## config.mk

```make
export PLATFORM = sky130hd
export DESIGN_NAME = alu_seq_flat
export DESIGN_NICKNAME = d
export VERILOG_FILES = /design/src/rtl/alu_pkg.sv /design/src/rtl/alu_seq_if.sv /design/src/rtl/alu_mul_seq.sv /design/src/rtl/alu_seq.sv /design/src/flat_wrapper.sv
export SDC_FILE = /design/constraint.sdc
export NUM_CORES = 1
export LEC_CHECK = 0
export CAP_MARGIN = 10
export CORE_MARGIN = 2
export CORE_UTILIZATION = 30
export CTS_CLUSTER_DIAMETER = 150
export DETAILED_ROUTE_END_ITERATION = 10
export GPL_ROUTABILITY_DRIVEN = 0
export GPL_TIMING_DRIVEN = 0
export HOLD_SLACK_MARGIN = 0.06
export PLACE_DENSITY = 0.48
export SLEW_MARGIN = 20
export SYNTH_ARGS = -nofsm -noshare
export SYNTH_HDL_FRONTEND = slang
export SYNTH_SLANG_ARGS = --single-unit
```

## constraint.sdc

```tcl
create_clock -name clk -period 7.85 [get_ports clk]
set_clock_uncertainty 0.2 [all_clocks]
set_input_delay 1.57 -clock clk [delete_from_list [all_inputs] [get_ports clk]]
set_output_delay 1.57 -clock clk [all_outputs]
set_load 0.01 [all_outputs]
```

## src/rtl/alu_pkg.sv

```systemverilog
// alu_pkg: shared definitions for the sequential ALU.
//   - opcode encodings (OP_*) carried on the 3-bit op field
//   - FSM state encoding (state_t) for alu_seq, also exported on its debug port
package alu_pkg;

  localparam logic [2:0] OP_ADD = 3'b000;
  localparam logic [2:0] OP_SUB = 3'b001;
  localparam logic [2:0] OP_SLT = 3'b010;
  localparam logic [2:0] OP_MUL = 3'b011;
  localparam logic [2:0] OP_AND = 3'b100;
  localparam logic [2:0] OP_OR  = 3'b101;
  localparam logic [2:0] OP_XOR = 3'b110;
  localparam logic [2:0] OP_NOR = 3'b111;

  typedef enum logic [1:0] {
    S_IDLE = 2'd0,
    S_MUL  = 2'd1,
    S_DONE = 2'd2
  } state_t;

endpackage

```

## src/rtl/alu_seq_if.sv

```systemverilog
// alu_seq_if: operand/result handshake bundle for alu_seq.
//
// Handshake rules (both channels): a transfer happens at a rising clk edge
// where valid and ready are both 1. The producer holds its payload stable
// while valid=1 and ready=0; ready may be asserted independently of valid.
//
// Signals:
//   in_valid/in_ready    operand channel (a, b, op)
//   out_valid/out_ready  result channel (result, overflow, zero)
// Modports:
//   master  operand producer / result consumer (testbench, datapath)
//   slave   the ALU itself
interface alu_seq_if #(
  parameter int WIDTH = 8
);

  logic             in_valid;
  logic             in_ready;
  logic [WIDTH-1:0] a;
  logic [WIDTH-1:0] b;
  logic [2:0]       op;
  logic             out_valid;
  logic             out_ready;
  logic [WIDTH-1:0] result;
  logic             overflow;
  logic             zero;

  modport master (
    output in_valid, a, b, op, out_ready,
    input  in_ready, out_valid, result, overflow, zero
  );

  modport slave (
    input  in_valid, a, b, op, out_ready,
    output in_ready, out_valid, result, overflow, zero
  );

endinterface

```

## src/rtl/alu_mul_seq.sv

```systemverilog
// alu_mul_seq: unsigned shift-add multiplier, one partial product per cycle.
//
// Ports:
//   clk, rst   rising-edge clock, synchronous active-high reset
//   start      load a/b, clear accumulator and counter (single-cycle pulse)
//   a, b       operands, sampled when start=1
//   busy       a multiplication is in progress
//   done       combinational: the step taken at the coming edge is the last one
//   product    accumulator value including the current step; the full
//              2*WIDTH-bit product while done=1
//
// Timing: start at edge E0, steps at E1..E(WIDTH); done is high during the
// cycle before E(WIDTH) so the consumer can register product at that edge.
module alu_mul_seq #(
  parameter int WIDTH = 8,
  parameter int CNT_W = $clog2(WIDTH + 1)
) (
  input  logic               clk,
  input  logic               rst,
  input  logic               start,
  input  logic [WIDTH-1:0]   a,
  input  logic [WIDTH-1:0]   b,
  output logic               busy,
  output logic               done,
  output logic [2*WIDTH-1:0] product
);

  localparam logic [CNT_W-1:0] LAST_STEP = CNT_W'(WIDTH - 1);

  logic [2*WIDTH-1:0] mcand_q, mcand_d;
  logic [WIDTH-1:0]   mplier_q, mplier_d;
  logic [2*WIDTH-1:0] acc_q, acc_d;
  logic [CNT_W-1:0]   cnt_q, cnt_d;
  logic               busy_q, busy_d;
  logic [2*WIDTH-1:0] acc_step;

  // Partial product for the multiplier bit currently in the LSB.
  assign acc_step = mplier_q[0] ? (acc_q + mcand_q) : acc_q;

  always_comb begin
    mcand_d  = mcand_q;
    mplier_d = mplier_q;
    acc_d    = acc_q;
    cnt_d    = cnt_q;
    busy_d   = busy_q;
    if (start) begin
      mcand_d  = {{WIDTH{1'b0}}, a};
      mplier_d = b;
      acc_d    = '0;
      cnt_d    = '0;
      busy_d   = 1'b1;
    end else if (busy_q) begin
      acc_d    = acc_step;
      mcand_d  = mcand_q << 1;
      mplier_d = mplier_q >> 1;
      cnt_d    = cnt_q + CNT_W'(1);
      if (cnt_q == LAST_STEP) begin
        busy_d = 1'b0;
      end
    end
  end

  always_ff @(posedge clk) begin
    if (rst) begin
      mcand_q  <= '0;
      mplier_q <= '0;
      acc_q    <= '0;
      cnt_q    <= '0;
      busy_q   <= 1'b0;
    end else begin
      mcand_q  <= mcand_d;
      mplier_q <= mplier_d;
      acc_q    <= acc_d;
      cnt_q    <= cnt_d;
      busy_q   <= busy_d;
    end
  end

  assign busy    = busy_q;
  assign done    = busy_q && (cnt_q == LAST_STEP);
  assign product = acc_step;

endmodule

```

## src/rtl/alu_seq.sv

```systemverilog
// alu_seq: handshaked ALU with registered results.
//
// Ports:
//   clk, rst    rising-edge clock, synchronous active-high reset
//   bus         alu_seq_if.slave: operand channel (in_valid/in_ready, a, b,
//               op) and result channel (out_valid/out_ready, result,
//               overflow, zero)
//   dbg_state   current FSM state
//
// Ops: ADD, SUB, SLT (signed), AND, OR, XOR, NOR complete one cycle after
// accept. MUL is a WIDTH-step shift-add (alu_mul_seq) that completes WIDTH+1
// cycles after accept.
//
// Build option ALU_SEQ_MUL_EN: when undefined, no multiplier is built and
// op MUL completes in one cycle with result=0, overflow=1, zero=1.
module alu_seq
  import alu_pkg::*;
#(
  parameter int WIDTH = 8,
  parameter int CNT_W = $clog2(WIDTH + 1)
) (
  input  logic       clk,
  input  logic       rst,
  alu_seq_if.slave   bus,
  output state_t     dbg_state
);

  localparam int MSB = WIDTH - 1;

  // A mis-parameterised instance never accepts work.
  localparam bit CFG_OK = (WIDTH >= 2) && (CNT_W == $clog2(WIDTH + 1));

  state_t           state_q, state_d;
  logic [WIDTH-1:0] result_q, result_d;
  logic             ovf_q, ovf_d;
  logic             zero_q, zero_d;

  logic             accept;
  logic [WIDTH-1:0] sum, diff;
  logic [WIDTH-1:0] alu_res;
  logic             alu_ovf;

  assign accept = bus.in_valid && bus.in_ready;
  assign sum    = bus.a + bus.b;
  assign diff   = bus.a - bus.b;

  // Single-cycle datapath.
  always_comb begin
    alu_res = '0;
    alu_ovf = 1'b0;
    case (bus.op)
      OP_ADD: begin
        alu_res = sum;
        alu_ovf = (bus.a[MSB] == bus.b[MSB]) && (sum[MSB] != bus.a[MSB]);
      end
      OP_SUB: begin
        alu_res = diff;
        alu_ovf = (bus.a[MSB] != bus.b[MSB]) && (diff[MSB] != bus.a[MSB]);
      end
      OP_SLT: alu_res = {{(WIDTH-1){1'b0}}, ($signed(bus.a) < $signed(bus.b))};
`ifdef ALU_SEQ_MUL_EN
      // Handled by the multiplier; this path is never registered for MUL.
      OP_MUL: alu_res = '0;
`else
      // No multiplier: flag the op as illegal.
      OP_MUL: begin
        alu_res = '0;
        alu_ovf = 1'b1;
      end
`endif
      OP_AND: alu_res = bus.a & bus.b;
      OP_OR:  alu_res = bus.a | bus.b;
      OP_XOR: alu_res = bus.a ^ bus.b;
      OP_NOR: alu_res = ~(bus.a | bus.b);
      default: alu_res = '0;
    endcase
  end

`ifdef ALU_SEQ_MUL_EN
  logic               mul_start;
  logic               mul_busy;
  logic               mul_done;
  logic [2*WIDTH-1:0] mul_product;

  alu_mul_seq #(
    .WIDTH (WIDTH),
    .CNT_W (CNT_W)
  ) u_mul (
    .clk     (clk),
    .rst     (rst),
    .start   (mul_start),
    .a       (bus.a),
    .b       (bus.b),
    .busy    (mul_busy),
    .done    (mul_done),
    .product (mul_product)
  );
`endif

  always_comb begin
    state_d  = state_q;
    result_d = result_q;
    ovf_d    = ovf_q;
    zero_d   = zero_q;
`ifdef ALU_SEQ_MUL_EN
    mul_start = 1'b0;
`endif
    case (state_q)
      S_IDLE: begin
        if (accept) begin
`ifdef ALU_SEQ_MUL_EN
          if (bus.op == OP_MUL) begin
            mul_start = 1'b1;
            state_d   = S_MUL;
          end else begin
            result_d = alu_res;
            ovf_d    = alu_ovf;
            zero_d   = (alu_res == '0);
            state_d  = S_DONE;
          end
`else
          result_d = alu_res;
          ovf_d    = alu_ovf;
          zero_d   = (alu_res == '0);
          state_d  = S_DONE;
`endif
        end
      end
`ifdef ALU_SEQ_MUL_EN
      S_MUL: begin
        if (mul_done) begin
          result_d = mul_product[WIDTH-1:0];
          ovf_d    = |mul_product[2*WIDTH-1:WIDTH];
          zero_d   = (mul_product[WIDTH-1:0] == '0);
          state_d  = S_DONE;
        end else if (!mul_busy) begin
          // Multiplier idle without finishing: nothing to wait for.
          state_d = S_IDLE;
        end
      end
`endif
      S_DONE: begin
        if (bus.out_ready) begin
          state_d = S_IDLE;
        end
      end
      default: state_d = S_IDLE;
    endcase
  end

  always_ff @(posedge clk) begin
    if (rst) begin
      state_q  <= S_IDLE;
      result_q <= '0;
      ovf_q    <= 1'b0;
      zero_q   <= 1'b0;
    end else begin
      state_q  <= state_d;
      result_q <= result_d;
      ovf_q    <= ovf_d;
      zero_q   <= zero_d;
    end
  end

  assign bus.in_ready  = (state_q == S_IDLE) && CFG_OK;
  assign bus.out_valid = (state_q == S_DONE);
  assign bus.result    = result_q;
  assign bus.overflow  = ovf_q;
  assign bus.zero      = zero_q;
  assign dbg_state     = state_q;

endmodule

```

## src/flat_wrapper.sv

```systemverilog
// flat-port wrapper written by rule: the top's interface ports become plain ports
module alu_seq_flat import alu_pkg::*;
#(
  parameter int WIDTH = 8,
  parameter int CNT_W = $clog2(WIDTH + 1)
)
  (clk, rst, dbg_state, bus_in_valid, bus_a, bus_b, bus_op, bus_out_ready, bus_in_ready, bus_out_valid, bus_result, bus_overflow, bus_zero);
  alu_seq_if #(.WIDTH(WIDTH)) bus_i ();
  input  logic clk;
  input  logic rst;
  output state_t dbg_state;
  input wire logic [$bits(bus_i.in_valid)-1:0] bus_in_valid;
  input wire logic [$bits(bus_i.a)-1:0] bus_a;
  input wire logic [$bits(bus_i.b)-1:0] bus_b;
  input wire logic [$bits(bus_i.op)-1:0] bus_op;
  input wire logic [$bits(bus_i.out_ready)-1:0] bus_out_ready;
  output wire logic [$bits(bus_i.in_ready)-1:0] bus_in_ready;
  output wire logic [$bits(bus_i.out_valid)-1:0] bus_out_valid;
  output wire logic [$bits(bus_i.result)-1:0] bus_result;
  output wire logic [$bits(bus_i.overflow)-1:0] bus_overflow;
  output wire logic [$bits(bus_i.zero)-1:0] bus_zero;
  assign bus_i.in_valid = bus_in_valid;
  assign bus_i.a = bus_a;
  assign bus_i.b = bus_b;
  assign bus_i.op = bus_op;
  assign bus_i.out_ready = bus_out_ready;
  assign bus_in_ready = bus_i.in_ready;
  assign bus_out_valid = bus_i.out_valid;
  assign bus_result = bus_i.result;
  assign bus_overflow = bus_i.overflow;
  assign bus_zero = bus_i.zero;
  alu_seq #(.WIDTH(WIDTH), .CNT_W(CNT_W)) u_core (.clk(clk), .rst(rst), .bus(bus_i), .dbg_state(dbg_state));
endmodule
```

==> impl_metrics.ini <==
[status]
status = finished clean

[run]
max_cap_viol_count = 0

[critical_path]
crit_start = bus_b[0]
max_stage_delay_ps = 640
crit_chain = clkdlybuf4s50_1, ha_1, inv_1, fa_1, nor2b_1, o2111ai_1, o21ai_0, mux2i_1, a2111oi_0, nor3_1
crit_fanout = 4
cp.depth = 10
critPathRequiredTime_ps = 7740
end_kind = flip-flop
ff2ff_setup_slack_ps = 5940
path_buf_inv = 2
worstSetupPathType = in2reg
cp_slowest_cell = a2111oi_0
cp-endpoint = u_core.bus.result[6]
reg2reg_depth = 6
r2r_end = u_core.bus.zero
critPathLaunchType = input pin
timing.rr.start = u_core.dbg_state[1]
crit_arrival_ps = 4160
crit_family = compound AO/OA/AOI/OAI gates

[floorplanning]
rows = 28
start_util = 0.310
dieArea_mm2 = 0.00672
chipHeight_um = 82.0
core_mm2 = 0.00589
ios = 37
chipWidth_um = 82.0

[synthesis]
synthCells = 247
ys.flop_type = dfxtp_1
ys_seq_area_frac = 0.121
synth_adder_area_share = 0.186
synth.ff_latch_count = 11
syn_area_mm2 = 0.00183
syn_nets = 296
synthSimpleGateAreaFrac = 0.257
synth_top_family_by_area = compound AO/OA/AOI/OAI gates
synth_compound_area_frac = 0.269
synthArstFlopShare = 0
yosys_warnings = 0
ys_types = 61
synth_edf_count = 0
synth-xor-area-share = 0.0192
syn_area_per_cell_um2 = 7.39
synthMuxAreaShare = 0.0500

[global_route]
met2_usage = 0.259
grt.met1_usage = 0.225
overflow = 0
grt_pass1_vias = 1713
top_usage_layer = met2
met3_usage = 0.00989
grt_pass1_wl_mm = 8.40
antenna_found_initial = 0
grt_usage = 0.160
grt_max_degree = 11

[layout]
syn_to_final_growth_pct = 25.7
layout-drive-gt1-share = 0.0915
final_cell_count_no_fill = 359
final_cell_area_mm2 = 0.00229
fill_cells = 642
post-route-util = 0.390
diodes = 0
nNetsFinal = 334

[clock_tree]
root_buffer = clkbuf_8
htreeDepth = 1
cts_buffers = 3
ctsHoldBuffers = 0
clk_pin_slew_ps = 50
cts_tree = done
worstSkewPairLatency_ps = 240
cts_setup_buffers = 0
cts.sinks = 11
clockBufferDepth = 2
cts-resized-gates = 0

[routing]
drt-total-wl_mm = 5.07
avgViaCountPerCell = 5.22
ant_nets = 0
routedWlPerCell_um = 14.1
first_pass_iters = 4
vias = 1874
drt-initial-drc-count = 104
drcViolationCount = 0

[power_and_ir_drop]
p_per_area_mw_per_mm2 = 107
peakVddDrop_uv = 63.7
p_leak_nw = 0.980

[place]
dp_slack_ps = 3410
hpwl_mm = 4.16
postPlaceCellArea_mm2 = 0.00225
portBuffers = 33
dp.cells = 355

[timing]
setup_violations = 0
finalHoldViolations = 0
slew_violations = 0
worst_slack_ps = 3580
worst_slew_pin_slew_ps = 860
fmax_mhz = 234
rsz0062_at_grt = false
fin_tns_setup_ps = 0
finalCritPeriodShare = 0.544
relSlewSlack = 0.422
finalCriticalPeriod_ps = 4270

[worst_hold_path]
hp-class = reg2reg
## power by group
part / total (mW) / switching [mW] / internal [mW]
Combinational: 0.127 / 0.0686 / 0.0585
Sequential: 0.0628 / 0.00245 / 0.0604
Clock: 0.0556 / 0.0201 / 0.0355
Total: 0.246 / 0.0911 / 0.154
## metal layers
layer | up-vias | part of all wire
li1 | 961 | -
met1 | 848 | 0.49
met2 | 59 | 0.44
met3 | 6 | 0.052
met4 | 0 | 0.011
met5 | - | 0
## worst register-to-register path, cell delays in order, from the launching register on
cell      delay, ps
dfxtp_1         350
inv_1            80
nand2_1         210
o31a_1          370
a211oi_1        270
nand4_1         140
o41ai_2         200
## layout make-up
| type | count | area, µm² | area share |
|---|---|---|---|
| plain buffers | 16 | 87.6 | 0.0382 |
| flip-flops and latches | 11 | 220 | 0.0960 |
| well taps | 75 | 93.8 | 0.0409 |
| inverters | 23 | 86.3 | 0.0376 |
| repair buffers | 33 | 330 | 0.144 |
| multi-input cells | 197 | 1430 | 0.624 |
| clock buffers | 4 | 45.0 | 0.0196 |
## sequential cells by signal, indices dropped and copies added, names as in the netlist
register,flops
u_core.dbg_state,1
u_core.bus.result,8
u_core.bus.overflow,1
u_core.bus.zero,1
## synthesized netlist by cell type (2+ instances only)
cell | instances | area share
a21boi_0 | 2 | 0.0082
nor2b_1 | 11 | 0.038
a2111oi_0 | 3 | 0.014
a2111o_1 | 2 | 0.012
nand2_1 | 18 | 0.037
o21ai_0 | 8 | 0.022
a211oi_1 | 8 | 0.033
or3_1 | 2 | 0.0069
nor3b_1 | 2 | 0.0082
nand4_1 | 3 | 0.010
and2_1 | 2 | 0.0069
nor2_1 | 23 | 0.047
o31ai_1 | 2 | 0.0082
o211ai_1 | 5 | 0.021
mux2i_1 | 8 | 0.044
a21oi_1 | 10 | 0.027
inv_1 | 22 | 0.045
buf_2 | 10 | 0.027
o2111ai_1 | 2 | 0.0096
o22ai_1 | 2 | 0.0069
clkbuf_1 | 2 | 0.0041
nand2b_1 | 5 | 0.017
ha_1 | 24 | 0.16
buf_4 | 2 | 0.0082
dfxtp_1 | 11 | 0.12
nor3_1 | 10 | 0.027
a211o_1 | 2 | 0.0096
or2_2 | 2 | 0.0069
fa_1 | 2 | 0.022
xnor2_1 | 3 | 0.014
a21o_1 | 2 | 0.0082
nand3_1 | 7 | 0.019
and3_1 | 2 | 0.0069
## cell families after synthesis
kind of cell | Yosys count
other | 1
DFF | 11
buffers and inverters | 39
adders and majority gates | 26
AOI/OAI and AO/OA | 65
and+or+nand+nor | 92
xor gates and xnor gates | 4
muxes | 9
## placed cells by master, fill, tap and decap left out, types with 5 or more instances in the layout
master and count:
a211oi_1 8, a21oi_1 10, buf_2 10, clkdlybuf4s50_1 33, dfxtp_1 11, ha_1 24
inv_1 22, mux2i_1 8, nand2_1 18, nand2b_1 5, nand3_1 7, nor2_1 23
nor2b_1 11, nor3_1 10, o211ai_1 5, o21ai_0 8
## stage by stage
step | hold WS, ps | power, mW
6_report | 252 | 0.246
3_5_place_dp | 249 | 0.190
3_3_place_gp | 243 | 0.191
5_1_grt | 269 | 0.265
4_1_cts | 256 | 0.248
2_1_floorplan | 281 | 0.147
## worst min path at each step
stage	startpoint	end	cells past startpoint
after global placement	u_core.bus.result[4]	u_core.bus.result[4]	2
final	u_core.bus.result[4]	u_core.bus.result[4]	2
after floorplan	u_core.bus.result[1]	u_core.bus.result[1]	2
after CTS	u_core.bus.result[1]	u_core.bus.result[1]	2
after global routing	u_core.bus.result[1]	u_core.bus.result[1]	2
after detailed placement	u_core.bus.result[1]	u_core.bus.result[1]	2
(Power assumes the default switching activity.)
